**src/rtl/mul_sched_pkg.sv**
```systemverilog
// Shared definitions for the sequential 8x8 multiplier scheduler.
//
// Contents:
//   state_e     - scheduler FSM states (IDLE, MUL, DONE)
//   STEP_LAST   - index of the last partial-product step
//   STEP_SHIFT  - left-shift applied to each step's 4x4 partial product
//   shift_pp()  - zero-extends a partial product to 16 bits and shifts it
package mul_sched_pkg;

  typedef enum logic [1:0] {
    IDLE = 2'd0,
    MUL  = 2'd1,
    DONE = 2'd2
  } state_e;

  localparam logic [1:0] STEP_LAST = 2'd3;

  // Steps run aL*bL, aL*bH, aH*bL, aH*bH; the cross terms share weight 2^4.
  localparam logic [3:0] STEP_SHIFT [4] = '{4'd0, 4'd4, 4'd4, 4'd8};

  // Zero-extend first so the shift cannot lose high bits of the product.
  function automatic logic [15:0] shift_pp(input logic [7:0] pp,
                                           input logic [1:0] step);
    return {8'b0, pp} << STEP_SHIFT[step];
  endfunction

endpackage

```
**src/rtl/mul8_seq_sched_core.sv**
```systemverilog
// 4x4 unsigned combinational multiplier core.
//
// Ports:
//   x  in  4  multiplicand nibble
//   y  in  4  multiplier nibble
//   o  out 8  unsigned product x*y
module mul8_seq_sched_core (
  input  logic [3:0] x,
  input  logic [3:0] y,
  output logic [7:0] o
);

  // The 8-bit result context keeps the full product width.
  assign o = x * y;

endmodule

```
**src/rtl/mul8_seq_sched.sv**
```systemverilog
// Round-robin scheduler that shares one 4x4 multiplier core among NREQ
// requesters. Each accepted request is an 8x8 unsigned multiply computed as
// four 4x4 partial products over four cycles, accumulated into a 16-bit sum
// and returned on a valid/ready response channel tagged with the requester.
//
// Ports:
//   clk        in   1        rising-edge clock
//   rst_n      in   1        asynchronous active-low reset
//   req_valid  in   NREQ     request pending, one bit per requester
//   req_ready  out  NREQ     one-hot grant (IDLE only)
//   req_a      in   NREQ*8   multiplicands, requester i at [8i+7:8i]
//   req_b      in   NREQ*8   multipliers, same packing
//   rsp_valid  out  1        result available (DONE)
//   rsp_ready  in   1        consumer accepts the result
//   rsp_prod   out  16       unsigned product a*b
//   rsp_id     out  IDW      requester index that issued the request
//   busy       out  1        high whenever the FSM is not IDLE
module mul8_seq_sched
  import mul_sched_pkg::*;
#(
  parameter int NREQ = 2,
  parameter int IDW  = $clog2(NREQ)
) (
  input  logic              clk,
  input  logic              rst_n,
  input  logic [NREQ-1:0]   req_valid,
  output logic [NREQ-1:0]   req_ready,
  input  logic [NREQ*8-1:0] req_a,
  input  logic [NREQ*8-1:0] req_b,
  output logic              rsp_valid,
  input  logic              rsp_ready,
  output logic [15:0]       rsp_prod,
  output logic [IDW-1:0]    rsp_id,
  output logic              busy
);

  // First set bit of valid, scanning upward from ptr and wrapping.
  function automatic logic [IDW-1:0] rr_pick(input logic [NREQ-1:0] valid,
                                             input logic [IDW-1:0]  ptr);
    logic [IDW-1:0] pick;
    logic           found;
    int             idx;
    pick  = '0;
    found = 1'b0;
    for (int i = 0; i < NREQ; i++) begin
      idx = (int'(ptr) + i) % NREQ;
      if (!found && valid[idx]) begin
        found = 1'b1;
        pick  = idx[IDW-1:0];
      end
    end
    return pick;
  endfunction

  state_e          state_q, state_d;
  logic [IDW-1:0]  rr_ptr_q, rr_ptr_d;
  logic [1:0]      step_q, step_d;
  logic [15:0]     acc_q, acc_d;
  logic [7:0]      a_q, a_d;
  logic [7:0]      b_q, b_d;
  logic [IDW-1:0]  id_q, id_d;
  logic [15:0]     prod_q, prod_d;

  logic [7:0]      a_arr [NREQ];
  logic [7:0]      b_arr [NREQ];
  logic [IDW-1:0]  grant_idx;
  logic [IDW-1:0]  grant_next;
  logic            any_valid;
  logic [3:0]      core_x;
  logic [3:0]      core_y;
  logic [7:0]      core_o;
  logic [15:0]     acc_sum;

  for (genvar gi = 0; gi < NREQ; gi++) begin : g_unpack
    assign a_arr[gi] = req_a[8*gi +: 8];
    assign b_arr[gi] = req_b[8*gi +: 8];
  end

  assign any_valid  = |req_valid;
  assign grant_idx  = rr_pick(req_valid, rr_ptr_q);
  assign grant_next = (grant_idx == IDW'(NREQ - 1)) ? '0 : grant_idx + 1'b1;

  // step[1] picks the a nibble and step[0] the b nibble, giving the
  // aL*bL, aL*bH, aH*bL, aH*bH order.
  assign core_x = step_q[1] ? a_q[7:4] : a_q[3:0];
  assign core_y = step_q[0] ? b_q[7:4] : b_q[3:0];

  mul8_seq_sched_core u_core (
    .x (core_x),
    .y (core_y),
    .o (core_o)
  );

  assign acc_sum = acc_q + shift_pp(core_o, step_q);

  always_comb begin
    state_d   = state_q;
    rr_ptr_d  = rr_ptr_q;
    step_d    = step_q;
    acc_d     = acc_q;
    a_d       = a_q;
    b_d       = b_q;
    id_d      = id_q;
    prod_d    = prod_q;
    req_ready = '0;

    case (state_q)
      IDLE: begin
        if (any_valid) begin
          req_ready[grant_idx] = 1'b1;
          a_d      = a_arr[grant_idx];
          b_d      = b_arr[grant_idx];
          id_d     = grant_idx;
          rr_ptr_d = grant_next;
          acc_d    = '0;
          step_d   = '0;
          state_d  = MUL;
        end
      end
      MUL: begin
        acc_d  = acc_sum;
        step_d = step_q + 2'd1;
        if (step_q == STEP_LAST) begin
          prod_d  = acc_sum;
          state_d = DONE;
        end
      end
      DONE: begin
        if (rsp_ready) begin
          state_d = IDLE;
        end
      end
      default: begin
        state_d = IDLE;
      end
    endcase
  end

  always_ff @(posedge clk or negedge rst_n) begin
    if (!rst_n) begin
      state_q  <= IDLE;
      rr_ptr_q <= '0;
      step_q   <= '0;
      acc_q    <= '0;
      a_q      <= '0;
      b_q      <= '0;
      id_q     <= '0;
      prod_q   <= '0;
    end else begin
      state_q  <= state_d;
      rr_ptr_q <= rr_ptr_d;
      step_q   <= step_d;
      acc_q    <= acc_d;
      a_q      <= a_d;
      b_q      <= b_d;
      id_q     <= id_d;
      prod_q   <= prod_d;
    end
  end

  assign rsp_valid = (state_q == DONE);
  assign busy      = (state_q != IDLE);
  assign rsp_prod  = prod_q;
  assign rsp_id    = id_q;

endmodule

```
**config.mk**
```make
export PLATFORM = sky130hd
export DESIGN_NAME = mul8_seq_sched
export DESIGN_NICKNAME = d
export VERILOG_FILES = /design/src/rtl/mul_sched_pkg.sv /design/src/rtl/mul8_seq_sched_core.sv /design/src/rtl/mul8_seq_sched.sv
export SDC_FILE = /design/constraint.sdc
export NUM_CORES = 1
export LEC_CHECK = 0
export CORE_ASPECT_RATIO = 1.1
export CORE_MARGIN = 3
export CORE_UTILIZATION = 55
export CTS_CLUSTER_DIAMETER = 150
export CTS_CLUSTER_SIZE = 16
export DETAILED_ROUTE_END_ITERATION = 10
export PLACE_DENSITY = 0.82
export SETUP_SLACK_MARGIN = 0.5
export SLEW_MARGIN = 20
export SYNTH_ARGS = -nofsm -noshare
export SYNTH_HDL_FRONTEND = slang
export SYNTH_SLANG_ARGS = --single-unit
```
**constraint.sdc**
```tcl
create_clock -name clk -period 8.55 [get_ports clk]
set_clock_uncertainty 0.15 [all_clocks]
set_input_delay 1.71 -clock clk [delete_from_list [all_inputs] [get_ports clk]]
set_output_delay 1.71 -clock clk [all_outputs]
set_load 0.02 [all_outputs]
```
==> results of run 1 <==
per-stage QoR:
stage          area [µm²]  setup slack [ns]
2_1_floorplan        3510              3.41
3_3_place_gp         4150              3.29
3_5_place_dp         4150              3.11
4_1_cts              4240              3.05
5_1_grt              4240              2.55
6_report             4240              3.01
Yosys cell counts (4+ instances only):
cell type / instances
a21o_1: 6
a21oi_1: 18
a222oi_1: 16
clkbuf_1: 17
dfrtp_1: 54
fa_1: 5
ha_1: 28
inv_1: 34
mux2i_1: 13
nand2_1: 27
nand2b_1: 6
nand3_1: 20
nor2_1: 33
nor3_1: 7
o21ai_0: 35
or2_2: 4
xnor2_1: 9
xor2_1: 7
final timing paths:
| check | from | to | slack [ns] |
|---|---|---|---|
| hold / removal | rsp_prod[9]$_DFFE_PN0P_ | rsp_prod[9]$_DFFE_PN0P_ | 0.34 |
| setup reg to reg | step_q[1]$_DFFE_PN0P_ | rsp_prod[14]$_DFFE_PN0P_ | 3.01 |
| min in group asynchronous | rst_n | acc_q[4]$_DFFE_PN0P_ | 1.35 |
| setup / recovery | step_q[1]$_DFFE_PN0P_ | rsp_prod[14]$_DFFE_PN0P_ | 3.01 |
| max in group asynchronous | rst_n | a_q[3]$_DFFE_PN0P_ | 6.46 |
| hold reg to reg | rsp_prod[9]$_DFFE_PN0P_ | rsp_prod[9]$_DFFE_PN0P_ | 0.34 |
cells by family (layout without fill, tap and decap cells):
logic type                 count (synthesis)  in the layout
AOI/OAI and AO/OA                        102            102
DFF                                       54             54
buffers and inverters                     52            104
and+or+nand+nor                          112            112
muxes                                     14             14
adders and majority gates                 33             33
xor gates and xnor gates                  16             16
registers in the layout (all words and copies together) (netlist names):
name,flops
a_q,8
acc_q,16
b_q,8
rr_ptr_q,1
rsp_id,1
rsp_prod,16
state_q,2
step_q,2
metal layers:
| metal | global-route usage, % | part of all wire (%) | up-vias |
|---|---|---|---|
| li1 | - | - | 1469 |
| met1 | 29.8 | 43 | 1469 |
| met2 | 40.7 | 51 | 93 |
| met3 | 3.80 | 4.4 | 15 |
| met4 | 7.48 | 1.6 | 0 |
| met5 | 0 | 0 | - |
final cells by class:
type	instances	area (µm²)
repair buffers	62	603
multi-input cells	277	1970
clock buffers	6	82.6
well taps	77	96.3
clock inverters	2	12.5
fillers	490	1740
inverters	34	128
flip-flops and latches	54	1350
critical path: cells and delay by family, from the launching register on:
family                   cells  cell delay (ns)
AO/OA/AOI/OAI                6             1.73
adder cells (fa/ha/maj)      4             1.67
AND/OR/NAND/NOR              4             0.86
flip-flops                   1             0.48
XOR/XNOR                     1             0.24
multiplexers                 1             0.23
buffers and inverters        1             0.05
==> results.cfg, run 1 <==
[route]
drcViolationCount = 0
via_per_inst = 5.95
ant_nets = 0
routed_wl_mm = 8.04
first_pass_iters = 5
drt_iter0_markers = 237
wl_per_cell_um = 15.7
via_count = 3046

[global_route]
globalRouteTotalUtil_pct = 23.7
overflow = 0
grt_pass1_vias = 3041
grt_max_degree = 55
grt_first_pass_wirelength_mm = 14.0
antenna_found_initial = 0

[clock_tree]
clock-sinks = 54
htreeDepth = 2
cts_hold_buf = 0
postCtsResizedCells = 0
clock-root-buffer = clkbuf_8
post-cts-setup-buffers = 0
clkTransAtPathRegs_ns = 0.09
cts_tree = built
cts_made_buffers = 5
clock_tree.buffer_depth = 2
clk_latency_ns = 0.32

[layout]
drive_gt1_share_pct = 5.75
antenna_cells = 0
final_cells = 512
final_cell_mix = clkdlybuf4s50_1, dfrtp_1, o21ai_0
areaGrowthSynthToFinish_pct = 20.9
finalCoreUtilization_pct = 70.9
final_nets = 504
final_common_cell = clkdlybuf4s50_1

[worst_hold_path]
hp-class = reg2reg
holdPathStages = 2

[timing]
min_period_ns = 5.54
rsz0062_at_grt = false
whs_ns = 0.336
tns_ns = 0
hold_viol_final = 0
drv_slew = 0
clock.fmax_mhz = 180
setup_viol = 0
period_share_pct = 64.8
worstMarginPinSlew_ns = 0.655
slew_headroom_pct = 56.3

[synth]
synth_cell_types = 44
syn_avg_cell_area_um2 = 9.16
syn-instance-count = 383
yosysTopAreaCell = dfrtp_1
yosys.area_share.adder_pct = 12.8
synth_edf_count = 0
synth_xor_area_share_pct = 3.99
yosysWarnings = 0
synth_compound_area_share_pct = 20.0
syn_area_um2 = 3510
synthArstFlopShare_pct = 100
ys.flop_type = dfrtp_1
synth_top_family_by_area = compound AO/OA/AOI/OAI gates
netlist.area_leader.share_pct = 38.5
muxShareOfSynthArea_pct = 4.03
synth-seq-cells = 54
yosysSeqAreaShare_pct = 38.5
synth_nets = 453
synth_area_leaders = dfrtp_1, ha_1, o21ai_0, a222oi_1, mux2i_1
synthSimpleGateAreaFrac_pct = 15.1

[worst_setup_path]
rr_worst_depth = 17
cp-start-kind = flip-flop
crit_arrival_ns = 5.59
cpMaxStageDelayCell = a2111oi_0
worstSetupPathType = reg2reg
crit_chain = mux2i_1, or2_2, fa_1, inv_1, fa_1, ha_1, a21o_1, a2111oi_4, xnor2_1, nand2b_1, a21oi_1, ha_1, a2111oi_0, a211o_1, o21a_1, nor3_1, or3_1
cp.required_ns = 8.60
slowest_delay_ns = 0.56
crit_path_max_fanout = 6
cp-end-kind = flip-flop

[placed_design]
place_congestion = 0.880
dp_cells = 504
dp_hpwl_mm = 6.04
numPortBuffers = 57

[run_status]
outcome = complete, no violations

[die]
rows = 29
die_h_um = 89.8
die_w_um = 82.2
start_util_pct = 58.6
io_pins = 58
dieArea_um2 = 7380
floorplan.core_area_um2 = 5990

[run]
maxCapViolCount = 0
Power of run 1 is not shown: default switching activity piles up to over one toggle a cycle in this logic, so the estimate is an artifact.
==> run 2, diff against run 1 <==
CORE_UTILIZATION = 49   (was 55)
PLACE_DENSITY = 0.77   (was 0.82)
clock period = 4.7 ns   (was 8.55 ns; I/O delays follow)
==> results.cfg, run 2 (synthesized netlist as in run 1, its figures left out) <==
[run_status]
outcome = finished, violations left
violations = setup timing

[die]
rows = 31
floorplan.core_area_um2 = 6750
die_w_um = 86.7
io_pins = 58
dieArea_um2 = 8210
start_util_pct = 52.0
die_h_um = 94.8

[route]
via_count = 3318
first_pass_iters = 7
routed_wl_mm = 9.50
drcViolationCount = 0
via_per_inst = 5.82
ant_nets = 0
wl_per_cell_um = 16.7
drt_iter0_markers = 301

[global_route]
globalRouteTotalUtil_pct = 21.8
grt_max_degree = 55
antenna_found_initial = 0
overflow = 0
grt_first_pass_wirelength_mm = 14.4
grt_pass1_vias = 3138

[placed_design]
dp_cells = 547
numPortBuffers = 57
place_congestion = 0.909
dp_hpwl_mm = 6.43

[layout]
drive_gt1_share_pct = 24.4
antenna_cells = 0
final_cell_mix = clkdlybuf4s50_1, buf_4, dfrtp_1
final_common_cell = clkdlybuf4s50_1
final_nets = 557
fillCellCount = 479
areaGrowthSynthToFinish_pct = 41.0
final-seq-area_um2 = 1350
multi_input_comb_area_um2 = 2240
final_cells = 570

[timing]
drv_slew = 0
hold_viol_final = 0
slew_headroom_pct = 55.1
worstMarginPinSlew_ns = 0.673
period_share_pct = 108
clock.fmax_mhz = 196
min_period_ns = 5.09
setup_viol = 17
tns_ns = -4.16
rsz0062_at_grt = true
fin_ws_ns = -0.395

[clock_tree]
cts_tree = built
clk_latency_ns = 0.32
clock_tree.buffer_depth = 2
htreeDepth = 2
clock-sinks = 54
clkTransAtPathRegs_ns = 0.10
clock-root-buffer = clkbuf_8
cts_made_buffers = 5

[worst_setup_path]
crit_chain = mux2i_2, or2_4, fa_1, inv_1, fa_1, inv_1, fa_2, inv_2, a21o_1, a21oi_2, xnor2_2, mux2i_2, nor2_1, ha_1, o21ai_1, nand2b_1, a21oi_1, a211o_1, o21a_1, nor4bb_1, or3_1
cpMaxStageDelayCell = fa_1
cp-start-kind = flip-flop
worstSetupPathType = reg2reg
critPathTopFamily = adder cells
crit_arrival_ns = 5.14
cp.required_ns = 4.75
crit_path_max_fanout = 4
slowest_delay_ns = 0.53
cp-end-kind = flip-flop
critPathBufInv = 3

[run]
maxCapViolCount = 0

[worst_hold_path]
hp-class = reg2reg
run 2: cell types whose count changed in the layout (fill, tap and decap cells not counted), moves of 8 or more:
cell,before,now
o21ai_1,2,14
o21ai_0,35,21
buf_4,5,53
a21oi_1,18,10
run 2: path summary, 6_finish.rpt:
kind / depth (start not counted) / slack, ns / endpoint / startpoint
setup / recovery: 21 / -0.39 / rsp_prod[14]$_DFFE_PN0P_ / step_q[0]$_DFFE_PN0P_
min in group asynchronous: 2 / 0.58 / rsp_prod[3]$_DFFE_PN0P_ / rst_n
hold / removal: 2 / 0.34 / rsp_prod[10]$_DFFE_PN0P_ / rsp_prod[10]$_DFFE_PN0P_
setup reg to reg: 21 / -0.39 / rsp_prod[14]$_DFFE_PN0P_ / step_q[0]$_DFFE_PN0P_
hold reg to reg: 2 / 0.34 / rsp_prod[10]$_DFFE_PN0P_ / rsp_prod[10]$_DFFE_PN0P_
max in group asynchronous: 2 / 3.34 / step_q[1]$_DFFE_PN0P_ / rst_n
run 2: metrics by stage:
stage | area (µm²) | utilization (%) | hold slack, ns | worst slack (ns)
after floorplan | 3590 | - | 0.308 | -0.114
after global placement | 4490 | 66.6 | 0.311 | -0.168
after detailed placement | 4490 | 66.6 | 0.320 | -0.285
after CTS | 4750 | 70.4 | 0.342 | -0.223
after global routing | 4950 | 73.3 | 0.361 | -0.554
final | 4950 | 73.3 | 0.336 | -0.395
run 2: worst reg2reg max path: stages (launching register included):
cell      delay [ns]
dfrtp_2         0.46
mux2i_2         0.18
or2_4           0.26
fa_1            0.53
inv_1           0.05
fa_1            0.52
inv_1           0.06
fa_2            0.35
inv_2           0.06
a21o_1          0.13
a21oi_2         0.07
xnor2_2         0.15
mux2i_2         0.24
nor2_1          0.12
ha_1            0.38
o21ai_1         0.11
nand2b_1        0.09
a21oi_1         0.09
a211o_1         0.30
o21a_1          0.23
nor4bb_1        0.13
or3_1           0.33
run 2: layout make-up:
type | count | area share [%]
Clock inverter | 1 | 0.177
Sequential cell | 54 | 27.4
Inverter | 34 | 2.58
Timing Repair Buffer | 115 | 20.6
Multi-Input combinational cell | 277 | 45.2
Clock buffer | 7 | 1.95
Tap cell | 82 | 2.07
run 2: layer usage:
layer	global-route usage, %	wire length (µm)	part of all wire [%]
met4	5.97	230	2.4
met5	0	0	0
met3	2.97	474	5.0
met1	26.6	3810	40
met2	39.9	4990	53
run 2: what timing repair did:
item | 4_1_cts | 5_1_grt
pin swaps | 9 | 12
endpoints found under the setup margin | 24 | 24
endpoints found under the hold margin | 0 | 0
hold buffers | 0 | 0
buffers inserted | 9 | 6
gates resized for setup | 30 | 29
Power of run 2 is left out for the same reason.
